### config.mk
export PLATFORM = sky130hd
export DESIGN_NAME = output_send_seq
export DESIGN_NICKNAME = d
export VERILOG_FILES = /design/src/rtl/output_send_seq_pkg.sv /design/src/rtl/output_send_seq.sv
export SDC_FILE = /design/constraint.sdc
export NUM_CORES = 1
export LEC_CHECK = 0
export CAP_MARGIN = 25
export CORE_MARGIN = 5
export CORE_UTILIZATION = 45
export CTS_CLUSTER_SIZE = 14
export DETAILED_ROUTE_END_ITERATION = 6
export PLACE_DENSITY = 0.74
export SETUP_SLACK_MARGIN = 0.3
export SYNTH_ARGS = -nofsm -noshare
export SYNTH_HDL_FRONTEND = slang
export SYNTH_SLANG_ARGS = --single-unit
### constraint.sdc
create_clock -name CLK -period 3.5 [get_ports CLK]
set_clock_uncertainty 0.05 [all_clocks]
set_input_delay 0.7 -clock CLK [delete_from_list [all_inputs] [get_ports CLK]]
set_output_delay 0.7 -clock CLK [all_outputs]
set_load 0.03 [all_outputs]
### src/rtl/output_send_seq_pkg.sv
// Shared types and default widths for the tile-level output-send sequencer.
package output_send_seq_pkg;

    localparam int DEF_ADDR_W = 16;
    localparam int DEF_CNT_W  = 8;
    localparam int DEF_CTRL_W = 6;
    localparam int DEF_TILE_W = 8;

    localparam logic [2:0] ST_IDLE   = 3'd0;
    localparam logic [2:0] ST_ISSUE  = 3'd1;
    localparam logic [2:0] ST_SETTLE = 3'd2;
    localparam logic [2:0] ST_DRAIN  = 3'd3;
    localparam logic [2:0] ST_NEXT   = 3'd4;
    localparam logic [2:0] ST_FINISH = 3'd5;

    typedef enum logic [2:0] {
        IDLE   = ST_IDLE,
        ISSUE  = ST_ISSUE,
        SETTLE = ST_SETTLE,
        DRAIN  = ST_DRAIN,
        NEXT   = ST_NEXT,
        FINISH = ST_FINISH
    } seq_state_t;

endpackage

### src/rtl/output_send_seq.sv
// Issues one OUTPUT_SEND command per tile of a layer and waits for the
// send stage to drain between tiles.
module output_send_seq
    import output_send_seq_pkg::*;
#(
    parameter int ADDR_W = DEF_ADDR_W,
    parameter int CNT_W  = DEF_CNT_W,
    parameter int CTRL_W = DEF_CTRL_W,
    parameter int TILE_W = DEF_TILE_W
) (
    input  logic              CLK,
    input  logic              RST,
    input  logic              SEQ_START,
    input  logic              SEQ_ABORT,
    input  logic [TILE_W-1:0] TILE_NUM,
    input  logic [ADDR_W-1:0] BASE_ADDR,
    input  logic [ADDR_W-1:0] ADDR_STRIDE,
    input  logic [CNT_W-1:0]  WORDS_PER_TILE,
    input  logic [CTRL_W-1:0] CTRL_BASE,
    input  logic [CTRL_W-1:0] CTRL_STRIDE,
    input  logic              MODULE_BUSY,
    input  logic              SEND_BUSY_I,
    input  logic              SEND_ACTIVE_I,
    output logic              OUTPUT_SEND,
    output logic [CNT_W-1:0]  COUNTER0,
    output logic [ADDR_W-1:0] WADDRX_I,
    output logic [CTRL_W-1:0] OUTPUT_EN_CTRL_I,
    output logic [TILE_W-1:0] TILE_IDX,
    output logic              SEQ_BUSY,
    output logic              SEQ_DONE,
    output logic              SEQ_ABORTED
);

    seq_state_t        state;
    logic [TILE_W-1:0] tile_num_q;
    logic [ADDR_W-1:0] addr_stride_q;
    logic [CTRL_W-1:0] ctrl_stride_q;
    logic              abort_q;
    logic              last_tile;
    logic              drained;

    assign last_tile   = (TILE_IDX == tile_num_q - TILE_W'(1));
    assign drained     = ~SEND_BUSY_I & ~SEND_ACTIVE_I;
    // Abort must withdraw the request in the same cycle it is raised.
    assign OUTPUT_SEND = (state == ISSUE) & ~SEQ_ABORT;

    always_ff @(posedge CLK or posedge RST) begin
        if (RST) begin
            state            <= IDLE;
            tile_num_q       <= '0;
            addr_stride_q    <= '0;
            ctrl_stride_q    <= '0;
            abort_q          <= 1'b0;
            COUNTER0         <= '0;
            WADDRX_I         <= '0;
            OUTPUT_EN_CTRL_I <= '0;
            TILE_IDX         <= '0;
            SEQ_BUSY         <= 1'b0;
            SEQ_DONE         <= 1'b0;
            SEQ_ABORTED      <= 1'b0;
        end else begin
            SEQ_DONE    <= 1'b0;
            SEQ_ABORTED <= 1'b0;
            unique case (state)
                IDLE: begin
                    if (SEQ_START) begin
                        tile_num_q       <= TILE_NUM;
                        addr_stride_q    <= ADDR_STRIDE;
                        ctrl_stride_q    <= CTRL_STRIDE;
                        abort_q          <= 1'b0;
                        TILE_IDX         <= '0;
                        WADDRX_I         <= BASE_ADDR;
                        OUTPUT_EN_CTRL_I <= CTRL_BASE;
                        COUNTER0         <= WORDS_PER_TILE;
                        SEQ_BUSY         <= 1'b1;
                        if (TILE_NUM == '0 || WORDS_PER_TILE == '0) begin
                            state    <= FINISH;
                            SEQ_DONE <= 1'b1;
                        end else begin
                            state <= ISSUE;
                        end
                    end
                end
                ISSUE: begin
                    if (SEQ_ABORT) begin
                        state       <= FINISH;
                        SEQ_DONE    <= 1'b1;
                        SEQ_ABORTED <= 1'b1;
                    end else if (!MODULE_BUSY) begin
                        state <= SETTLE;
                    end
                end
                SETTLE: begin
                    if (SEQ_ABORT) abort_q <= 1'b1;
                    state <= DRAIN;
                end
                DRAIN: begin
                    if (drained) begin
                        if (abort_q || SEQ_ABORT) begin
                            state       <= FINISH;
                            SEQ_DONE    <= 1'b1;
                            SEQ_ABORTED <= 1'b1;
                        end else begin
                            state <= NEXT;
                        end
                    end else if (SEQ_ABORT) begin
                        abort_q <= 1'b1;
                    end
                end
                NEXT: begin
                    // The index is held on the last tile so it never passes TILE_NUM-1.
                    if (last_tile) begin
                        state    <= FINISH;
                        SEQ_DONE <= 1'b1;
                    end else begin
                        TILE_IDX         <= TILE_IDX + TILE_W'(1);
                        WADDRX_I         <= WADDRX_I + addr_stride_q;
                        OUTPUT_EN_CTRL_I <= OUTPUT_EN_CTRL_I + ctrl_stride_q;
                        state            <= ISSUE;
                    end
                end
                FINISH: begin
                    state    <= IDLE;
                    SEQ_BUSY <= 1'b0;
                end
                default: state <= IDLE;
            endcase
        end
    end

endmodule

Word-level counts from Yosys, hierarchy flattened:

Index checks and enable logic that the tools add are counted.

* flip-flop bits (word level): 75
* latch bits: 0
* RAM bits: 0
* bits in read-only memories: 0
* output and inout bits: 42
* memories kept: 0

* add/subtract/negate cells: 4
* $mul: 0
* div/mod/pow operators: 0
* $lt $le $gt $ge: 0
* eq/ne operators: 11
* shifts and indexed selects: 0
* multiplexer cells: 31
* bitwise gates (word level): 5
* reductions and logical operators: 13

Operator list (count)
* 2-to-1 mux 16 bit: 2
* one-hot mux 16 bit (2 select lines): 1
* 2-to-1 mux 3 bit: 6
* adder 16 bit: 1
* zero test 8 bit: 2
* 2-to-1 mux 8 bit: 2
* one-hot mux 8 bit (2 select lines): 1
* one-hot mux 3 bit (5 select lines): 1
* 2-to-1 mux 6 bit: 2
* one-hot mux 6 bit (2 select lines): 1
* 2-to-1 mux 1 bit: 11
* AND reduction 3 bit: 3
* adder 8 x 1 -> 8 bit (second input constant): 1
* == test 8 bit: 1
* inequality test 2 bit (second input constant): 4
* subtractor 8 x 1 -> 8 bit (second input constant): 1
* adder 6 bit: 1
* == test 3 x 2 -> 1 bit (second input constant): 2
* == test 3 bit (second input constant): 2
* one-hot mux 1 bit (2 select lines): 2
* one-hot mux 1 bit (4 select lines): 1
* AND reduction 2 bit: 2
* nonzero test 2 bit: 2
* == test 3 x 1 -> 1 bit (second input constant): 1
* 7 further kinds: 11

Depth between registers and ports, before layout:

* word-level depth: 5
* depth in mapped cells: 11
* gate-level depth less buffers: 11

Least setup slack after synthesis:

Ideal clock, no wire load.

* kind: flip-flop to flip-flop
* start point: reg WADDRX_I[0]
* end point: reg WADDRX_I[14]
* setup time: 0.128 ns
* data arrival time: 2.517 ns
* data required time: 3.322 ns
* path slack: 0.805 ns
* stages on the path, launching flop included: 12
* cell sequence: dfrtp_1 -> ha_1 -> inv_1 -> fa_1 -> nor2b_1 -> o31a_1 -> or4_1 -> a31oi_1 -> o2111ai_1 -> a21oi_1 -> xor2_1 -> o21ai_0

* word-level cells in the longest chain between the ends: 3

Ends and longest elaborated chain
* start: declaration: RTL line output_send_seq.sv:26 `output logic [ADDR_W-1:0] WADDRX_I,`
* start signal: assignment: RTL line output_send_seq.sv:117 `WADDRX_I <= WADDRX_I + addr_stride_q;`
* adder 16 bit: RTL line output_send_seq.sv:117
* 2-to-1 mux 16 bit: RTL line output_send_seq.sv:112 `if (last_tile) begin`
* one-hot mux 16 bit (2 select lines): RTL line output_send_seq.sv:64 `unique case (state)`

Every way passes these cells. The select of a mux whose other input is x is not followed.
A chain may end at the register's enable or synchronous reset.

Worst setup path in the final report:

* start point: reg WADDRX_I[6]
* end point: reg WADDRX_I[15]

Same word-level chain as after synthesis.

==> results.json <==
{
  "status": "finished clean",
  "grt_first_pass_wirelength_um": 17950,
  "setup_viol": 0,
  "synth_seq_cells": 75,
  "synth_nets": 531,
  "synth_area_leader_cell": "dfrtp_1",
  "fillers": 775,
  "yosysSeqAreaShare_pct": 43.66,
  "drive_gt1_share_pct": 12.27,
  "row_count": 35,
  "grt_setup_unrepaired": "false",
  "peakVddDrop_mv": 0.4330,
  "hold_buffers": 0,
  "cp.arrival_ps": 3060,
  "ff2ff_setup_slack_ps": 610,
  "numClockSinks": 75,
  "finalHoldViolations": 0,
  "ys_async_sr_fraction_pct": 100.0,
  "vias": 3592,
  "yosys.cell_types.count": 51,
  "wl_per_cell_um": 15.39,
  "finalPower_w": 0.005574,
  "placed_area_um2": 5527,
  "boundaryPins": 109,
  "netlist.area_leader.share_pct": 43.66,
  "cts_tree": "yes",
  "netlist_top_cells_area": "dfrtp_1 44%, mux2_2 8.9%, ha_1 6.4%, a21oi_1 4.8%, nor2_1 4.3%",
  "cts_resized": 0,
  "synth_cells": 440,
  "yosysWarnings": 0,
  "synth_edf_count": 0,
  "wirelength_um": 10510,
  "clk-insertion-delay-late_ps": 350,
  "critPathCaptureType": "flip-flop",
  "drt-initial-drc-count": 121,
  "dieHeight_um": 107.7,
  "ys.flop_type": "dfrtp_1",
  "initial_core_util_pct": 46.31,
  "antenna_found_initial": 0,
  "grt_pass1_vias": 3778,
  "grt.overflow.total": 0,
  "nets": 640,
  "h-tree-depth": 3,
  "hold_class": "reg -> reg",
  "cts.reportedPaths.clkPinSlew_ps": 80,
  "tns_ps": 0,
  "fin_crit_sh_pct": 82.45,
  "n_antenna_cell": 0,
  "dr.pass1.iters": 4,
  "port_buffers": 108,
  "tightest_slew_ps": 571.1,
  "gp_congestion": 0.8260,
  "dp_hpwl_um": 8049,
  "required_ps": 3670,
  "critPathKind": "reg -> reg",
  "synth_most_common_cell": "dfrtp_1",
  "max_freq_ghz": 0.3465,
  "cts_max_path_buffers": 2,
  "p_per_area_nw_per_um2": 976.5,
  "cts_buffers": 9,
  "period_needed_ps": 2886,
  "cp_max_fo": 5,
  "core-area_um2": 9284,
  "die_w_um": 107.7,
  "drc": 0,
  "drv_slew": 0,
  "cts-root-buf": "clkbuf_8",
  "relSlewSlack_pct": 61.60,
  "maxCapViolations": 0,
  "netlist_area_um2": 4299,
  "cts_setup_buffers": 0,
  "leakage_nw": 2.383,
  "vias_per_cell": 5.259,
  "synth_common_cells": "75 x dfrtp_1, 49 x nor2_1, 41 x a21oi_1",
  "die-area_um2": 11610,
  "avgSynthCellArea_um2": 9.771,
  "ant_nets": 0,
  "syn2layout_area_growth_pct": 32.77,
  "grt_max_degree": 32,
  "design_area_um2": 5708,
  "grt_usage_pct": 19.29,
  "startpoint_type": "flip-flop"
}
## path summary, 6_finish.rpt
path                        startpoint            to  cells past startpoint
min in group asynchronous          RST   COUNTER0[0]                      2
max in group asynchronous          RST   WADDRX_I[8]                      3
hold reg to reg            COUNTER0[7]   COUNTER0[7]                      1
setup / recovery           WADDRX_I[6]  WADDRX_I[15]                      7
setup reg to reg           WADDRX_I[6]  WADDRX_I[15]                      7
hold / removal             COUNTER0[7]   COUNTER0[7]                      1
## cell type report
type	instances	area, um2	share of cell area, %
clock buffers	9	123.9	2.170
clock inverters	7	57.56	1.008
inverters	21	78.83	1.381
multi-input cells	327	2263	39.65
flip-flops and latches	75	1877	32.88
well taps	129	161.4	2.828
repair buffers	115	1146	20.08
## worst max-delay path, stage by stage, from the launching register on
cell       delay (ps)
dfrtp_1           410
ha_1              340
a211o_1           340
o31ai_1           530
o221ai_1          320
a2111oi_0         520
o32ai_1           130
o41a_2            130
## placed cells by master, fill, tap and decap left out, drive strengths merged, types with 2 or more instances in the layout
master         count
a2111oi            2
a211o              2
a211oi             4
a21o               5
a21oi             41
a221oi             2
a31oi              7
and3               2
buf                7
clkbuf             9
clkdlybuf4s50    108
clkinvlp           3
dfrtp             75
fa                 2
ha                22
inv               24
mux2              34
nand2             37
nand2b             5
nand3              6
nand3b             2
nand4              4
nor2              49
nor2b              2
nor3               8
nor4               4
o211ai             2
o21a               5
o21ai             22
o21bai             3
o221ai             2
o22ai              2
o31ai              2
o32ai              2
or2                4
or4                2
xnor2             12
xor2              17
## routing by layer
layer	vias to the layer above	part of all wire (%)	GRT usage [%]
met4	0	2.5	7.304
met3	23	5.3	4.679
met1	1687	43	24.68
met5	-	0	0
li1	1789	-	-
met2	93	49	31.53
## cells by family after synthesis
family	count (synthesis)	synth area share [%]
adder cells (fa/ha/maj)	24	7.334
XOR/XNOR	29	5.908
multiplexers	34	8.906
flip-flops	75	43.66
AO/OA/AOI/OAI	111	16.68
AND/OR/NAND/NOR	129	13.65
buffers and inverters	38	3.871
## power by group
part           internal (W)  total [W]  switching [W]
Sequential          0.00126    0.00160       0.000337
Clock              0.000266   0.000629       0.000363
Combinational       0.00155    0.00334        0.00179
## registers in the layout (all words and copies together), names as in the netlist, 3 cells and up
| register | flops |
|---|---|
| WADDRX_I | 16 |
| addr_stride_q | 16 |
| COUNTER0 | 8 |
| TILE_IDX | 8 |
| tile_num_q | 8 |
| OUTPUT_EN_CTRL_I | 6 |
| ctrl_stride_q | 6 |
| state | 3 |
## stage by stage
step	cells	utilization [%]	setup slack, ps	hold slack [ps]
global route	683	61.48	354.0	481.8
CTS	683	61.48	637.5	465.3
detailed placement	667	59.53	655.1	446.0
floorplan	440	-	804.7	432.3
finish	683	61.48	614.1	462.5
global placement	667	59.53	710.8	439.3
Power figures use the tool's default switching activity.
==> patch: new RTL, same flow settings <==
`DEF_CTRL_W`: 6 -> 8.
--- a/src/rtl/output_send_seq_pkg.sv
+++ b/src/rtl/output_send_seq_pkg.sv
@@ -5,3 +5,3 @@
     localparam int DEF_CNT_W  = 8;
-    localparam int DEF_CTRL_W = 6;
+    localparam int DEF_CTRL_W = 8;
     localparam int DEF_TILE_W = 8;
Interface: changed (resized CTRL_BASE, CTRL_STRIDE and OUTPUT_EN_CTRL_I); port bits go from 109 to 115. No check against the original RTL was run, so the function may have changed too.
==> patch against the original RTL <==
Non-clock buffer count is 8 higher. Area after synthesis is 8.1% higher. Worst setup slack worse by 0.020 ns. Global-route usage is 0.42 points higher. Cell area is 7.1% higher. Clock power is 21% higher. Largest power group unchanged. Sequential cell count is 4 higher. Hold slack worse by 0.031 ns. Critical endpoint unchanged. Via count is 17% higher. Power is 4.8% higher. Routed wire length is 14% higher. Critical path depth is 4 higher.
==> patch: results (changes against the original RTL) <==
Run status
  – Outcome: complete, no violations (unchanged)

Worst setup path
  – Worst r2r src: tile_num_q[0]$_DFFE_PP0P_ (was WADDRX_I[6]$_DFFE_PP0P_)
  – CP delay by family, top: simple AND/OR/NAND/NOR gates (was compound AO/OA/AOI/OAI gates)
  – Reg2reg path depth: 11 (was 7)
  – Crit Path Max Fanout: 47 (was 5)
  – CP max-delay cell: or4_4 (was o31ai_1)
  – Delay of the slowest cell on the worst path: 0.56 ns (was 0.53 ns)
  – R2R Setup Slk: 0.59 ns (was 0.61 ns)

Cells and area
  – Layout area overhead: 31.6% (was 32.8%)
  – Multi-input gate count: 436 (was 327)
  – Share of cells above drive strength 1: 4.82% (was 12.3%)
  – Data buffer area share: 19.8% (was 20.1%)
  – Filler cells: 927 (was 775)
  – Buffers outside the clock class: 123 (was 115)
  – CLK BUF: 11 (was 9)
  – Finished Layout Cells: 800 (was 683)
  – Final net count: 758 (was 640)
  – Inverters: 12 (was 21)
  – Multi-input gate area: 2490 sq um (was 2260 sq um)

Power and ir drop
  – Maximum vdd drop: 0.409 mV (was 0.433 mV)
  – Seq pwr share: 28.4% (was 28.7%)
  – Internal power: 0.00320 W (was 0.00308 W)
  – Leak pwr: 2.76 nW (was 2.38 nW)
  – Pwr Density: 955 nW/um^2 (was 976 nW/um^2)

Timing
  – WHS: 0.432 ns (was 0.463 ns)
  – Worst-Margin Slew: 0.752 ns (was 0.571 ns)

Detailed routing
  – Vias per inst: 5.27 (was 5.26)
  – Drt total wl: 12000 um (was 10500 um)
  – Detailed Routing Iterations Pass 1: 5 (was 4)
  – 1st-iter DRT viols: 215 (was 121)

Yosys
  – Cells after Synth: 554 (was 440)
  – Register area share after synthesis: 42.6% (was 43.7%)
  – Library cells used by synthesis: 53 (was 51)
  – Top cells by count, synth: nand2_1, dfrtp_1, nor2_1, a21oi_1, ha_1 (was dfrtp_1, nor2_1, a21oi_1, nand2_1, mux2_2)
  – Syn nets: 651 (was 531)
  – Top post-synthesis cells by area: dfrtp_1, nand2_1, ha_1 (was dfrtp_1, mux2_2, ha_1)

Placement
  – PortBufs: 114 (was 108)
  – Post-DP Area: 5900 sq um (was 5530 sq um)
  – Detail Placement HPWL: 8940 um (was 8050 um)
  – Pre-CTS setup slack: 0.629 ns (was 0.655 ns)
  – GP Congestion: 0.866 (was 0.826)
  – Dpl cells: 786 (was 667)

Die
  – Die width: 112 um (was 108 um)

GRT
  – Gr usage total: 19.7% (was 19.3%)
  – First-pass GRT wire length: 20300 um (was 17900 um)
  – Largest net degree at the start of global routing: 48 (was 32)

Worst hold path
  – Worst hold start: COUNTER0[2]$_DFFE_PP0P_ (was COUNTER0[7]$_DFFE_PP0P_)
  – Min-Delay Endpoint: COUNTER0[2]$_DFFE_PP0P_ (was COUNTER0[7]$_DFFE_PP0P_)
==> patch: cell types whose count changed in the layout (fill, tap and decap cells not counted), sizes merged, moves of 5 or more <==
cell,delta
inv,-13
nand3,+10
mux2,-34
nor2b,+7
nand2,+114
nor2,-5
nor3,+5
clkdlybuf4s50,+6
==> patch: worst register-to-register path, stage by stage (launching register included) <==
cell      delay, ns
dfrtp_1        0.41
inv_1          0.08
ha_1           0.25
xnor2_1        0.26
o211ai_1       0.15
or4_4          0.56
o31ai_4        0.17
buf_4          0.21
nand2_1        0.07
buf_4          0.29
o21ai_0        0.16
a22oi_2        0.11
==> patch: worst max-delay path by stage <==
| stage | slack [ns] | to | cells after the start |
|---|---|---|---|
| global route | 0.44 | WADDRX_I[15]$_DFFE_PP0P_ | 11 |
| floorplan | 0.73 | COUNTER0[0]$_DFFE_PP0P_ | 1 |
| detailed placement | 0.63 | WADDRX_I[15]$_DFFE_PP0P_ | 11 |
| global placement | 0.70 | OUTPUT_SEND | 3 |
| CTS | 0.61 | WADDRX_I[15]$_DFFE_PP0P_ | 11 |
| finish | 0.59 | WADDRX_I[15]$_DFFE_PP0P_ | 11 |
==> patch: routing by layer <==
layer / vias to the layer above / routed length (um) / GRT usage (%) / share of wire (%)
met1: 1977 / 5440 / 26.4 / 45
met4: 0 / 106 / 4.70 / 0.89
met3: 9 / 664 / 5.22 / 5.6
met5: - / 0 / 0 / 0
met2: 122 / 5750 / 32.1 / 48
li1: 2106 / - / - / -
==> patch: cell families after synthesis <==
| family | share of synthesized area [%] |
|---|---|
| adders and majority gates | 7.33 |
| buffers and inverters | 3.85 |
| DFF | 42.6 |
| xor gates and xnor gates | 5.09 |
| and+or+nand+nor | 25.6 |
| AOI/OAI and AO/OA | 15.6 |
